`src/rtl/mips_pkg.sv`:
```
// Shared MIPS pipeline constants: datapath widths and the decode control bundle layout.
package mips_pkg;

    localparam int unsigned DATA_W  = 32;
    localparam int unsigned REG_NUM = 32;
    localparam int unsigned ADDR_W  = $clog2(REG_NUM);
    localparam int unsigned CTRL_W  = 8;

    // Bit positions inside the opaque control bundle carried from decode to EX.
    localparam int unsigned CTRL_REGWRITE = 0;
    localparam int unsigned CTRL_MEMWRITE = 1;
    localparam int unsigned CTRL_ALUSRC   = 2;
    localparam int unsigned CTRL_MEMTOREG = 3;
    localparam int unsigned CTRL_ALUOP_LO = 4;
    localparam int unsigned CTRL_ALUOP_W  = 4;

    localparam logic [CTRL_W-1:0] BUBBLE_CTRL = '0;

endpackage

```
`src/rtl/hazard_detect_unit.sv`:
```
// Combinational load-use hazard compare between the load in EX and the instruction in ID.
module hazard_detect_unit #(
    parameter int unsigned ADDR_W = mips_pkg::ADDR_W
) (
    input  logic              ex_valid,
    input  logic              ex_memRead,
    input  logic [ADDR_W-1:0] ex_rt,
    input  logic              id_valid,
    input  logic [ADDR_W-1:0] id_rs,
    input  logic [ADDR_W-1:0] id_rt,
    input  logic              id_usesRt,
    output logic              hazard
);

    logic rs_match;
    logic rt_match;

    // Register 0 is hard-wired, so a load targeting it never blocks a consumer.
    assign rs_match = (ex_rt == id_rs);
    assign rt_match = id_usesRt & (ex_rt == id_rt);
    assign hazard   = ex_valid & ex_memRead & (ex_rt != '0) & (rs_match | rt_match) & id_valid;

endmodule

```
`src/rtl/id_ex_stage.sv`:
```
// ID/EX pipeline register with load-use stall/bubble and EX branch flush.
// Optional macro ID_WB_BYPASS_EN adds a WB-to-ID operand bypass on the capture path.
module id_ex_stage #(
    parameter int unsigned DATA_W  = mips_pkg::DATA_W,
    parameter int unsigned REG_NUM = mips_pkg::REG_NUM,
    parameter int unsigned CTRL_W  = mips_pkg::CTRL_W,
    localparam int unsigned ADDR_W = $clog2(REG_NUM)
) (
    input  logic              clk,
    input  logic              reset,
    input  logic              id_valid,
    input  logic [DATA_W-1:0] id_readData1,
    input  logic [DATA_W-1:0] id_readData2,
    input  logic [ADDR_W-1:0] id_rs,
    input  logic [ADDR_W-1:0] id_rt,
    input  logic [ADDR_W-1:0] id_rd,
    input  logic              id_usesRt,
    input  logic [DATA_W-1:0] id_imm,
    input  logic              id_memRead,
    input  logic [CTRL_W-1:0] id_ctrl,
    input  logic              flush,
    input  logic              wb_regWrite,
    input  logic [ADDR_W-1:0] wb_writeAddr,
    input  logic [DATA_W-1:0] wb_writeData,
    output logic              stall,
    output logic              ex_valid,
    output logic              ex_memRead,
    output logic [CTRL_W-1:0] ex_ctrl,
    output logic [DATA_W-1:0] ex_rsData,
    output logic [DATA_W-1:0] ex_rtData,
    output logic [DATA_W-1:0] ex_imm,
    output logic [ADDR_W-1:0] ex_rs,
    output logic [ADDR_W-1:0] ex_rt,
    output logic [ADDR_W-1:0] ex_rd
);

    import mips_pkg::*;

    logic              hazard;
    logic [DATA_W-1:0] rs_data;
    logic [DATA_W-1:0] rt_data;

    hazard_detect_unit #(
        .ADDR_W (ADDR_W)
    ) u_hazard (
        .ex_valid   (ex_valid),
        .ex_memRead (ex_memRead),
        .ex_rt      (ex_rt),
        .id_valid   (id_valid),
        .id_rs      (id_rs),
        .id_rt      (id_rt),
        .id_usesRt  (id_usesRt),
        .hazard     (hazard)
    );

    // Flush outranks the hazard: the wrong-path instruction is dropped, not held.
    assign stall = hazard & ~flush & ~reset;

`ifdef ID_WB_BYPASS_EN
    logic wb_hit_rs;
    logic wb_hit_rt;

    assign wb_hit_rs = wb_regWrite & (wb_writeAddr != '0) & (wb_writeAddr == id_rs);
    assign wb_hit_rt = wb_regWrite & (wb_writeAddr != '0) & (wb_writeAddr == id_rt);
    assign rs_data   = wb_hit_rs ? wb_writeData : id_readData1;
    assign rt_data   = wb_hit_rt ? wb_writeData : id_readData2;
`else
    // The register file writes on negedge, so same-cycle WB data is already visible.
    logic unused_wb;

    assign unused_wb = ^{wb_regWrite, wb_writeAddr, wb_writeData};
    assign rs_data   = id_readData1;
    assign rt_data   = id_readData2;
`endif

    // EX register set; reset, flush and hazard all leave a zero-control bubble.
    always_ff @(posedge clk) begin
        if (reset || flush || hazard) begin
            ex_valid   <= 1'b0;
            ex_memRead <= 1'b0;
            ex_ctrl    <= CTRL_W'(BUBBLE_CTRL);
            ex_rsData  <= '0;
            ex_rtData  <= '0;
            ex_imm     <= '0;
            ex_rs      <= '0;
            ex_rt      <= '0;
            ex_rd      <= '0;
        end else begin
            ex_valid   <= id_valid;
            ex_memRead <= id_memRead & id_valid;
            ex_ctrl    <= id_valid ? id_ctrl : CTRL_W'(BUBBLE_CTRL);
            ex_rsData  <= rs_data;
            ex_rtData  <= rt_data;
            ex_imm     <= id_imm;
            ex_rs      <= id_rs;
            ex_rt      <= id_rt;
            ex_rd      <= id_rd;
        end
    end

endmodule

```
`config.mk`:
```
export PLATFORM = sky130hd
export DESIGN_NAME = id_ex_stage
export DESIGN_NICKNAME = d
export VERILOG_FILES = /design/src/rtl/mips_pkg.sv /design/src/rtl/hazard_detect_unit.sv /design/src/rtl/id_ex_stage.sv
export SDC_FILE = /design/constraint.sdc
export NUM_CORES = 1
export LEC_CHECK = 0
export CELL_PAD_IN_SITES_DETAIL_PLACEMENT = 1
export CELL_PAD_IN_SITES_GLOBAL_PLACEMENT = 1
export CORE_AREA = 4 4 129 131
export DETAILED_ROUTE_END_ITERATION = 7
export DIE_AREA = 0 0 133 135
export PLACE_DENSITY = 0.92
export SLEW_MARGIN = 20
export SYNTH_ARGS = -nofsm -noshare
export SYNTH_HDL_FRONTEND = slang
export SYNTH_SLANG_ARGS = --single-unit
```
`constraint.sdc`:
```
create_clock -name clk -period 3.7 [get_ports clk]
set_input_delay 1.11 -clock clk [delete_from_list [all_inputs] [get_ports clk]]
set_output_delay 1.11 -clock clk [all_outputs]
set_load 0.05 [all_outputs]
```
==> Word-level counts from Yosys, hierarchy flattened <==
Cells that the tools add are included.
{ "totals": {"out_inout_bits": 122, "ff_bits": 121} }
{ "classes": {"n_reduce_logical": 4, "n_eq_ne": 2, "bitwise": 12} }
{ "op_table": {"columns": ["cell", "count"], "rows": [
  ["5-bit equality test", 2],
  ["1-bit bitwise AND", 8],
  ["5-bit nonzero test", 1],
  ["1-bit NOT", 3],
  ["1-bit logical OR", 2],
  ["2-bit OR reduction", 1],
  ["1-bit bitwise OR", 1]
]} }

==> Logic depth before layout (Yosys ltp) <==
{ "logic_depth": {"depth_word": 7, "mapped_depth": 6, "mapped_depth_nobuf": 4} }

==> Modules after synthesis <==
From an unflattened synthesis, not the netlist that was laid out.
{ "unflattened": {"hier_cells": 273, "area_unflattened_um2": 3469.6} }
{ "by_module_without_submodules": {"columns": ["module", "area_each_um2", "seq_area_each_um2", "cells_per_inst", "instances"], "rows": [
  ["id_ex_stage", 3339.5, 2422.3, 256, 1],
  ["hazard_detect_unit", 130.1, 0.0, 17, 1]
]} }

==> Least setup slack after synthesis <==
Ideal clock, no wire load.
{ "synth_path": {"path_kind": "input -> output", "from": "input port id_rs[4]", "to": "output port stall", "arrival_ps": 2164, "cell_stages": 5, "setup_slack_ps": 426, "t_required_ps": 2590, "path_buffers": 1, "path_cell_list": "xnor2_1 > nand3_1 > o22ai_2 > buf_4 > and3_1"} }
{ "synth_via": {"elab_chain_len": 6} }
{ "synth_rtl": {"columns": ["element", "line_no", "source"], "rows": [
  ["from (decl)", "id_ex_stage.sv:14", "input logic [ADDR_W-1:0] id_rs,"],
  ["5-bit equality test", "hazard_detect_unit.sv:19", "assign rs_match = (ex_rt == id_rs);"],
  ["1-bit bitwise OR", "hazard_detect_unit.sv:21", "assign hazard = ex_valid & ex_memRead & (ex_rt != '0) & (rs_match | rt_match) & id_valid;"],
  ["1-bit bitwise AND (2 in series)", "hazard_detect_unit.sv:21", null],
  ["1-bit bitwise AND (2 in series)", "id_ex_stage.sv:57", "assign stall = hazard & ~flush & ~reset;"],
  ["to (decl)", "id_ex_stage.sv:25", "output logic stall,"]
]} }
No other way between the ends.

==> Final worst setup path <==
{ "layout_path": {"from": "input port id_rs[3]", "to": "output port stall"} }
The elaborated chain is that of the path after synthesis.

==> run summary <==
For this configuration, the core starts out at a cell density of 24.48%. Beginning of the worst hold path: ex_valid$_SDFF_PP0_. Pin placement for this block handled 285 I/O pins. The fraction of the mapped netlist area in compound gates works out to 16.42%. By area, the combinational part of the netlist is dominated by compound AO/OA/AOI/OAI gates. The portion of netlist area occupied by mux cells works out to 0%. The worst hold path belongs to the class reg -> reg. The via count of the first global-routing pass is 4076. Relative to the synthesized area, the layout overhead comes to 85.32%. Summing the areas of all fa, ha and maj instances in the mapped netlist gives 0% of the synthesized area. The die is 133 µm wide. The maximum buffer depth of the clock tree is 2. The tools report the reg-to-reg critical path endpoint as ex_ctrl[4]$_SDFF_PP0_. The run gives 0 as the setup-violating endpoint count in the final report. The critical path class is in -> out.

The logs give 121 for the number of sinks handled by clock tree synthesis and 144 for the DRC marker count from the first detailed-route iteration. Setup repair after global routing left no endpoint under its margin. The net count reported at finish was 819. The antenna diode instance count is 0, and the xor and xnor fraction of the mapped netlist area is 2.294%.

The maximum achievable frequency is 0.2773 GHz, and the area fraction in and, or, nand and nor cells after synthesis is 13.30%. Yosys printed 0 warnings. The slack of the worst reg-to-reg path came out at 1.29 ns. The most common cell after layout, fill and taps aside is clkdlybuf4s50_1. Category of the worst setup path launch point: a primary input. Counting cells, the worst reg-to-reg path comes to 6.

For this run the aggregate overflow at the end of global routing stands at 0. Of the available clock period, the critical path in the final layout requires 97.47%. After detailed routing, the number of remaining DRC violations is 0. The final count of hold timing violations came out at 0. For the worst setup path, the data arrival time is 2.50 ns. In this run the remaining antenna-violating nets after routing total 0. On the worst path, the slowest cell contributes a delay of 0.50 ns. In the synthesized netlist, the number of instances is 424. The routed length per placed instance works out to 15.91 µm.

The largest individual stage delay along the critical path comes from the cell clkdlybuf4s50_1. The peak supply drop came out at 0.0002667 V. After synthesis, the cell types taking the most area are dfxtp_1, a21oi_1, nand2_1. Endpoint of the worst hold-timing path: ex_imm[26]$_SDFF_PP0_.

The number of standard-cell rows in the floorplan is 46, and the leakage power figure is 0.002724 µW. The power dissipated by switching net loads came out at 906.2 µW. The die covers 17960 µm². Combinational logic is responsible for 14.7% of the overall power. Global routing consumed, over all layers together, 15.67% of the routing resources.

For the number of maximum-capacitance violations, the log shows 0. Summed over its instances, the top area cell type makes up 63.43% of the synthesized netlist area. Buffers inserted during clock tree synthesis total 17. The setup slack of the critical path after layout came out at 0.09361 ns. The worst slack at placement is 0.02349 ns.

Measured against its own limit, the worst slew margin works out to 33.54%. After synthesis the netlist holds a flip-flop and latch count of 121. The run gives 0 ns as the setup TNS after final layout. Overall power consumption after layout is estimated at 3599 µW.

The placed instances occupy a cell area of 6462 µm². After clock tree synthesis, the clock-pin slew on the worst setup and hold paths is 0.05 ns. The initial antenna violation count was 0; the floorplan core area was 15600 µm². For the internal power of the cells, the log shows 2693 µW. The run gives 7077 µm² as the area of all placed cells without fillers.

After synthesis, flip-flops and latches occupy 63.43% of the total area. TritonCTS built the clock tree. Counting every net in the synthesized netlist gives 587. The largest total area in the synthesized netlist belongs to dfxtp_1. The global routing stage identified its most utilized layer as met2.

The HPWL after detailed placement is 9.957 mm. Global routing used 16.11% of the available met1 tracks. Between clock sinks in the finished design, the worst skew comes to 0.006796 ns. The signal on the critical path passes through clkdlybuf4s50_1, xnor2_1, nand3_1, o22ai_4, and3_2, buf_12.

The synthesized area per cell works out to 9.006 µm². The critical path startpoint was id_rs[3]. The synthesized netlist occupies a cell area of 3819 µm². The switching share of power came out at 25.18%.

The startpoint identified for the worst register-to-register timing path is ex_rt[3]$_SDFF_PP0_. Nature of the critical path endpoint: an output pin. Global routing used 27.09% of the available met2 tracks. The post-route netlist has 6.577% of its cells at a drive strength greater than 1.

Power spread over the standard cell area amounts to 508.6 nW/µm². For the insertion delay to the later sink of the worst-skew pair, the log shows 0.41 ns. Of the total power, the clock network draws 47.2%. The number of vias in the routed layout came out at 3824. The height of the chip is 135 µm, and the final estimated routing congestion in global placement is 0.7552.

Sequential cells burn 38.1% of the power. During placement, the flow inserted port buffers numbering 246. The first global-routing pass estimated 21.87 mm of wire.

The worst path in the final design needs a cycle of 3.606 ns, including I/O delays and setup. The netlist uses 15 different library cells. Leaving out fill and tap cells, the most frequent cells in the layout are clkdlybuf4s50_1, a21oi_1, dfxtp_1. For the worst setup path, the data required time is 2.59 ns. At the pin with the least slew margin, the transition time is 0.9969 ns. The run finished with clean final reports.

For met3 alone, demand over resource in global routing was 7.563%. The maximum number of pins on one net before global-route repair was 90. Of all nets on the critical path, the largest fanout is 2. The H-tree generated during clock tree synthesis spans 4 levels. The average via count per standard cell was 4.321; the cell depth of the worst hold path was 4. The first TritonRoute pass finished after 4 iterations. The root buffer cell is clkbuf_16. The max-slew violation total from the final report came out at 0. For the post-detailed-routing wire length, the log shows 14.08 mm.
==> synthesized netlist by cell type <==
master and n:
nand4_1 1, nand2_1 114, o22ai_2 1, a21oi_2 1, buf_1 1, nor3_1 1
xnor2_1 10, nor2_1 2, buf_4 1, clkbuf_1 22, buf_2 16, dfxtp_1 121
nand3_1 11, and3_1 1, a21oi_1 121
==> flip-flops by register name, indices dropped and copies added, names as in the netlist <==
name / flops
ex_imm: 32
ex_rsData: 32
ex_rtData: 32
ex_ctrl: 8
ex_rd: 5
ex_rs: 5
ex_rt: 5
ex_memRead: 1
ex_valid: 1
==> how the worst max path moves through the flow <==
stage | to | slack, ns | cells past startpoint
detailed placement | ex_ctrl[4]$_SDFF_PP0_ | 0.02 | 7
CTS | stall | 0.03 | 6
global route | stall | 0.01 | 6
finish | stall | 0.09 | 6
global placement | ex_ctrl[3]$_SDFF_PP0_ | 0.05 | 7
floorplan | stall | 0.43 | 5
==> critical path: cells and delay by family <==
| family | cells | cell delay, ns |
|---|---|---|
| AND/OR/NAND/NOR | 2 | 0.39 |
| AO/OA/AOI/OAI | 1 | 0.20 |
| XOR/XNOR | 1 | 0.14 |
| buffers and inverters | 2 | 0.64 |
==> per-layer routing <==
layer / share of wire, % / up-vias / wire [µm]
met5: 0 / - / 0
met4: 2.5 / 0 / 346
met2: 51 / 164 / 7233
li1: - / 1861 / -
met3: 8.9 / 28 / 1253
met1: 37 / 1771 / 5247
==> through the flow <==
step	instances	hold WS [ns]	util (%)
after global routing	885	1.107	45.37
after detailed placement	853	1.058	41.43
after CTS	885	1.068	45.36
after floorplan	424	0.9825	-
final	885	1.042	45.37
after global placement	853	1.057	41.43
==> cell families after synthesis <==
| kind of cell | Yosys count |
|---|---|
| AOI/OAI and AO/OA | 123 |
| xor gates and xnor gates | 10 |
| buffers and inverters | 40 |
| DFF | 121 |
| and+or+nand+nor | 130 |
==> final cells by class <==
cell class	count	area, µm²
Timing Repair Buffer	253	2525
Clock buffer	20	466.7
Multi-Input combinational cell	263	1246
Clock inverter	12	146.4
Tap cell	216	270.3
Sequential cell	121	2422
Fill cell	1750	8521
==> power by group through the flow <==
stage	Sequential [µW]	Combinational, µW	Clock [µW]
CTS	1370	536	1750
global route	1380	558	1820
detailed placement	1400	534	0
floorplan	1580	86.9	0
global placement	1400	525	0
finish	1370	530	1700
==> repair_timing <==
item	in CTS	in global routing
endpoints found under the hold margin	0	0
setup endpoints to repair	0	1
hold buffers	0	0
buffers inserted	0	0
gates resized for setup	0	1
(Power assumes the default switching activity.)
